<file path="config.mk">
export PLATFORM = sky130hd
export DESIGN_NAME = conf_mul_pass_ctrl
export DESIGN_NICKNAME = d
export VERILOG_FILES = /design/src/rtl/conf_mul_pass_ctrl.sv
export SDC_FILE = /design/constraint.sdc
export NUM_CORES = 1
export LEC_CHECK = 0
export BUFFER_PORTS_ARGS = -buffer_cell sky130_fd_sc_hd__buf_2
export CORE_MARGIN = 5
export CORE_UTILIZATION = 40
export CTS_CLUSTER_SIZE = 28
export DETAILED_ROUTE_END_ITERATION = 12
export PLACE_DENSITY = 0.58
export RECOVER_POWER = 50
export SYNTH_ARGS = -nofsm -noshare
export SYNTH_HDL_FRONTEND = slang
export SYNTH_SLANG_ARGS = --single-unit
</file>
<file path="constraint.sdc">
create_clock -name clk -period 1.85 [get_ports clk]
set_input_delay 0.37 -clock clk [delete_from_list [all_inputs] [get_ports clk]]
set_output_delay 0.37 -clock clk [all_outputs]
set_load 0.005 [all_outputs]
</file>
<file path="src/rtl/conf_mul_pass_ctrl.sv">
// Phase/beat sequencer for the configurable-precision multiplier wrapper.
// Runs one load/row/column/flush pass per start and tracks products through the wrapper latency.
//   state | meaning
//   IDLE  | waiting for start, count0 parked at 0
//   LOAD  | operand load beats
//   ROW   | row-pass multiply beats
//   COL   | column-pass multiply beats
//   FLUSH | drain beats until the last product leaves the wrapper
module conf_mul_pass_ctrl #(
  parameter int unsigned LOAD_BEATS  = 64,
  parameter int unsigned ROW_BEATS   = 64,
  parameter int unsigned COL_BEATS   = 64,
  parameter int unsigned FLUSH_BEATS = 3,
  parameter int unsigned PROD_LAT    = 3
) (
  input  logic       clk,
  input  logic       rstN,
  input  logic       start,
  input  logic       apx_en,
  input  logic       stall,
  output logic       busy,
  output logic       done,
  output logic [2:0] state_o,
  output logic [8:0] count0,
  output logic       racc,
  output logic       rapx,
  output logic       rstP,
  output logic       p_valid,
  output logic [5:0] p_idx,
  output logic       p_col
);

  typedef enum logic [2:0] {
    IDLE  = 3'b000,
    LOAD  = 3'b001,
    ROW   = 3'b010,
    COL   = 3'b011,
    FLUSH = 3'b100
  } state_t;

  state_t     state, state_nxt;
  logic [8:0] count_nxt;
  logic [8:0] last_idx;
  logic       ins_v;

  logic [PROD_LAT-1:0] pv;
  logic [PROD_LAT-1:0] pcol;
  logic [5:0]          pidx [PROD_LAT];

  always_comb begin
    last_idx = '0;
    unique case (state)
      LOAD:    last_idx = 9'(LOAD_BEATS - 1);
      ROW:     last_idx = 9'(ROW_BEATS - 1);
      COL:     last_idx = 9'(COL_BEATS - 1);
      FLUSH:   last_idx = 9'(FLUSH_BEATS - 1);
      default: last_idx = '0;
    endcase
  end

  always_comb begin
    state_nxt = state;
    count_nxt = count0;
    if (state == IDLE) begin
      count_nxt = '0;
      if (start) state_nxt = LOAD;
    end else if (!stall) begin
      if (count0 == last_idx) begin
        count_nxt = '0;
        unique case (state)
          LOAD:    state_nxt = ROW;
          ROW:     state_nxt = COL;
          COL:     state_nxt = FLUSH;
          FLUSH:   state_nxt = IDLE;
          default: state_nxt = IDLE;
        endcase
      end else begin
        count_nxt = count0 + 9'd1;
      end
    end
  end

  // A product token enters the pipe only on an unstalled multiply beat.
  assign ins_v = !stall && ((state == ROW) || (state == COL));

  always_ff @(posedge clk) begin
    if (!rstN) begin
      state  <= IDLE;
      count0 <= '0;
      racc   <= 1'b1;
      rstP   <= 1'b1;
      rapx   <= 1'b0;
      done   <= 1'b0;
      pv     <= '0;
      pcol   <= '0;
      for (int i = 0; i < int'(PROD_LAT); i++) pidx[i] <= '0;
    end else begin
      state  <= state_nxt;
      count0 <= count_nxt;
      racc   <= (state == IDLE) && start;
      rstP   <= (state_nxt == IDLE) || (state_nxt == LOAD);
      done   <= (state == FLUSH) && (state_nxt == IDLE);
      if (state_nxt == IDLE)  rapx <= 1'b0;
      else if (state == IDLE) rapx <= apx_en;
      pv[0]   <= ins_v;
      pcol[0] <= ins_v && (state == COL);
      pidx[0] <= ins_v ? count0[5:0] : 6'd0;
      for (int i = 1; i < int'(PROD_LAT); i++) begin
        pv[i]   <= pv[i-1];
        pcol[i] <= pcol[i-1];
        pidx[i] <= pidx[i-1];
      end
    end
  end

  assign busy    = (state != IDLE);
  assign state_o = state;
  assign p_valid = pv[PROD_LAT-1];
  assign p_col   = pcol[PROD_LAT-1];
  assign p_idx   = pidx[PROD_LAT-1];

endmodule
</file>
After elaboration in Yosys (flattened, before gate mapping):

Memories as Yosys holds them, arrays and structs flattened.
Index checks and enable logic that the tools add are counted.

* memory bits (writable): 18
* memories: 1
* flip-flop bits (word level): 22
* input port bits: 5
* output and inout port bits: 25

* eq/ne operators: 6
* reductions and logical operators: 13
* add/subtract/negate cells: 1
* multiplexer cells: 13
* bitwise logic cells: 4

Memories
* pidx: depth 3, bits a word 6, rd ports 3, clocked after memory_dff 0, write ports 3, line 48 `logic [5:0] pidx [PROD_LAT];`

Operators by type and width (count)
* $mux W6: 4
* $mux W3: 4
* $pmux W6 S2: 1
* $add A9 B1 Y9 const B: 1
* $eq A9 B9 Y1: 1
* $mux W9: 1
* $pmux W3 S3: 1
* $eq A3 B1 Y1 const B: 2
* $eq A3 B2 Y1 const B: 2
* $logic_not A3 Y1: 2
* $logic_and A1 B1 Y1: 4
* $reduce_or A2 Y1: 2
* $eq A3 B3 Y1 const B: 1
* $or A1 B1 Y1: 3
* $reduce_bool A3 Y1: 1
* $reduce_or A3 Y1: 1
* $logic_or A1 B1 Y1: 2
* $mux W1: 2
* $logic_not A1 Y1: 1
* $not A1 Y1: 1

Logic depth before layout (Yosys ltp):

* depth after elaboration: 9
* depth in mapped cells: 6

Worst setup path after synthesis:

No wires, ideal clock.

* path kind: register to register
* start: register state[0] (netlist: state_o[0])
* end: register state[0] (netlist: state_o[0])
* setup time: 74 ps
* buffers on the path: 0
* cell stages (with the launch flop): 6
* required time: 1776 ps
* arrival: 1494 ps
* setup slack: 282 ps
* path through: dfxtp_1 nor2_2 nor4_4 o211ai_2 or4_1 a31oi_1

* longest elaborated chain between the ends: 7
* elaborated cells on any way between the ends: 13
* those cells by class: eq/ne (5); mux (6); reduce/logical (2)

Ends and longest elaborated chain
* start: declaration: line 41 `state_t state, state_nxt;`
* start signal: assignment: line 98 `state <= state_nxt;`
* $eq A3 B2 Y1 or $eq A3 B1 Y1 (tied branches): line 52, 70
* $reduce_or A3 Y1 (no line)
* $pmux W6 S2: line 52 `unique case (state)`
* $eq A9 B9 Y1: line 68 `if (count0 == last_idx) begin`
* $mux W3: line 68
* $mux W3: line 67 `end else if (!stall) begin`
* $mux W3 (*): line 64 `if (state == IDLE) begin`

Mark *: on every way between the ends. The rest lies on a longest branch, timed or not.
A chain may end at the register's enable or synchronous reset.

Worst setup path after layout:

* start: register state[0] (netlist: state_o[0])
* end: output port busy

* longest elaborated chain between the ends: 1

Ends and longest elaborated chain
* $reduce_bool A3 Y1: line 116 `assign busy = (state != IDLE);`
* end: declaration: line 21 `output logic busy,`

No other way between the ends.

==> insert_results.sql <==
INSERT INTO impl_metrics (metric_group, metric, value, unit) VALUES
('clock_network', 'cts_buffers', '5', ''),
('yosys', 'synth.cell_area', '1420', 'sq um'),
('floorplanning', 'row_count', '21', ''),
('timing', 'finalCritPeriodShare', '94.3', '%'),
('critical_path', 'path_delay_family', 'simple AND/OR/NAND/NOR gates', ''),
('critical_path', 'critPathCaptureType', 'output port', ''),
('floorplanning', 'floorplan.die_area', '4840', 'sq um'),
('timing', 'fin_worst_skew', '4.71', 'ps'),
('floorplanning', 'die_height', '69.6', 'microns'),
('timing', 'setup_total_negative_slack', '0', 'ps'),
('critical_path', 'critical_path_arrival', '1380', 'ps'),
('route', 'detailroute.via_count', '997', ''),
('clock_network', 'cts_num_sinks', '40', ''),
('placed_design', 'gp_routability_congestion', '0.819', ''),
('yosys', 'yosys_warnings', '0', ''),
('pwr', 'seq_power_share', '57.2', '%'),
('timing', 'maxSlewViolCount', '0', ''),
('yosys', 'postSynthCellCount', '140', ''),
('critical_path', 'critical_path_cell_count', '3', ''),
('layout', 'antenna_cells_inserted', '0', ''),
('timing', 'fmaxAchievable', '573', 'MHz'),
('pwr', 'cell_internal_pwr', '1.20', 'mW'),
('layout', 'stdcell_count', '222', ''),
('route', 'drt_pass1_iterations', '5', ''),
('yosys', 'syn_avg_cell_area', '10.1', 'sq um'),
('timing', 'max_slew.worst_pin.slew', '748', 'ps'),
('clock_network', 'cts_root_buffer', 'clkbuf_4', ''),
('route', 'final_antenna_net_count', '0', ''),
('pwr', 'p_comb_share', '6.8', '%'),
('yosys', 'synth.ff_latch_count', '40', ''),
('timing', 'slew_headroom', '50.1', '%'),
('placed_design', 'post-place-cells', '214', ''),
('run', 'cap_viol_max_count', '0', ''),
('floorplanning', 'die_width', '69.6', 'microns'),
('grt', 'antenna_found_initial', '0', ''),
('timing', 'min_period', '1750', 'ps'),
('floorplanning', 'floorplan.io_pins', '30', ''),
('grt', 'grt_first_pass_wirelength', '4.20', 'mm'),
('route', 'totalWireLength', '2.47', 'mm'),
('critical_path', 'critical-path-slowest-cell', 'dfxtp_1', ''),
('critical_path', 'critical_path.startpoint_type', 'flip-flop', ''),
('pwr', 'power.density_cell_area', '909', 'nW/um^2'),
('pwr', 'switching_share', '22.5', '%'),
('pwr', 'peak_supply_drop', '356', 'uV'),
('timing', 'finalSetupViolCount', '0', ''),
('grt', 'first_global_vias', '945', ''),
('layout', 'multi_input_area', '551', 'sq um'),
('critical_path', 'cp_num_buf_inv', '1', ''),
('floorplanning', 'initial_util', '41.9', '%'),
('route', 'remaining_drc_errors', '0', ''),
('layout', 'drive_gt1_share', '25.0', '%'),
('placed_design', 'port-buffer-count', '29', ''),
('clock_network', 'clk-insertion-delay-late', '330', 'ps'),
('layout', 'areaGrowthSynthToFinish', '19.7', '%'),
('yosys', 'register_area_share_after_synthesis', '56.4', '%'),
('critical_path', 'timing.critical_path.fanout_max', '7', ''),
('floorplanning', 'standard_cell_core_area', '3390', 'sq um'),
('pwr', 'finalPower', '1.54', 'mW'),
('layout', 'layout.core_utilization', '50.1', '%'),
('clock_network', 'cts_hold_repair.buffers', '0', ''),
('layout', 'fill_cells', '338', ''),
('clock_network', 'max-clock-path-buffers', '2', ''),
('critical_path', 'criticalPathCategory', 'flip-flop to output port', ''),
('pwr', 'switchingPower', '0.348', 'mW'),
('pwr', 'share_clk_of_total_power', '36.0', '%'),
('route', 'detail_route.iter0.violations', '40', ''),
('route', 'routed_via_density', '4.49', ''),
('layout', 'num-nets-final', '181', ''),
('outcome', 'outcome', 'complete, no violations', ''),
('hold_path', 'hold_path_depth', '3', ''),
('hold_path', 'holdCritPathClass', 'primary input to flip-flop', '');
==> Yosys cell counts <==
master | number | area [sq um]
nor3_1 | 1 | 5.00
buf_2 | 1 | 5.00
mux2i_1 | 1 | 10.0
o211ai_2 | 1 | 12.5
nand2_2 | 1 | 6.26
nor2_1 | 15 | 56.3
or4_1 | 3 | 22.5
xnor2_1 | 5 | 43.8
nand2_1 | 8 | 30.0
o311ai_0 | 1 | 8.76
o21ai_0 | 2 | 10.0
or2_2 | 1 | 6.26
nand4_1 | 2 | 12.5
dfxtp_1 | 40 | 801
inv_1 | 4 | 15.0
a21boi_1 | 1 | 7.51
and2_1 | 23 | 144
and3_1 | 1 | 6.26
ha_1 | 1 | 12.5
nor4_4 | 1 | 21.3
nand3_1 | 5 | 25.0
a21oi_1 | 1 | 5.00
nor2_2 | 1 | 6.26
nor4_1 | 2 | 12.5
nor2b_1 | 2 | 12.5
and4_1 | 1 | 8.76
a31oi_1 | 1 | 6.26
buf_4 | 6 | 45.0
clkbuf_1 | 2 | 7.51
xor2_1 | 5 | 43.8
o211a_1 | 1 | 10.0
==> repair_timing <==
item | 4_1_cts | 5_1_grt
gates resized for setup | 0 | 1
setup endpoints to repair | 0 | 7
hold endpoints to repair | 0 | 0
==> power by group through the flow <==
stage	Combinational (mW)	Clock (mW)	Sequential, mW
after detailed placement	0.104	0	0.902
after global routing	0.115	0.618	0.886
after global placement	0.102	0	0.902
after floorplan	0.0606	0	0.904
final	0.104	0.556	0.883
after CTS	0.104	0.582	0.883
==> sequential cells by signal (all words and copies together), names as in the netlist <==
signal	flops
rstP	1
count0	9
rapx	1
pv	3
done	1
state_o	3
pidx	18
racc	1
pcol	3
==> layout make-up <==
class                           count  share of cell area, %
Multi-Input combinational cell     87                   32.4
Tap cell                           46                   3.39
Sequential cell                    40                   47.2
Clock buffer                        5                   2.21
Inverter                            4                  0.884
Clock inverter                      3                   2.51
Timing Repair Buffer               37                   11.4
==> final timing paths <==
| kind | startpoint | end | slack, ps |
|---|---|---|---|
| max reg2reg | state_o[0]$_SDFF_PN0_ | state_o[0]$_SDFF_PN0_ | 130 |
| max | state_o[0]$_SDFF_PN0_ | busy | 100 |
| min reg2reg | pidx[0][3]$_SDFF_PN0_ | pidx[0][9]$_SDFF_PN0_ | 440 |
| min | start | racc$_SDFF_PN1_ | 330 |
==> metal layers <==
| metal | share of wire (%) | vias to the layer above | global-route usage [%] |
|---|---|---|---|
| li1 | - | 523 | - |
| met1 | 46 | 440 | 12.4 |
| met2 | 45 | 27 | 17.1 |
| met3 | 7.4 | 7 | 4.20 |
| met4 | 1.9 | 0 | 5.86 |
| met5 | 0 | - | 0 |
==> cells by family after synthesis <==
family,Yosys count,share of synthesized area (%)
fa+ha+maj,1,0.882
buf+inv,13,5.11
compound gates,8,4.23
mux,1,0.705
flops,40,56.4
xor+xnor,10,6.17
simple gates,67,26.5
==> through the flow <==
stage	setup slack [ps]	hold slack, ps	instance area [sq um]
after detailed placement	82.9	418	1620
after global routing	13.9	342	1700
after CTS	108	316	1700
final	105	330	1700
after global placement	176	414	1620
after floorplan	282	412	1420
==> worst min-delay path: cells and delay by family <==
kind | cells | cell delay (ps)
simple gates | 2 | 180
buf+inv | 1 | 90
==> layout by cell type (no fill, tap or decap), types with 2 or more instances in the layout <==
master    count
and2_0        8
and2_1       15
buf_2        23
buf_4         7
clkbuf_1      7
clkbuf_4      5
dfxtp_1      40
inv_1         4
nand2_1       8
nand3_1       4
nand4_1       2
nor2_1       15
nor2b_1       2
nor4_1        2
o21ai_0       2
or4_1         3
xnor2_1       5
xor2_1        5
Note: power is estimated with default switching activity, not from simulation.
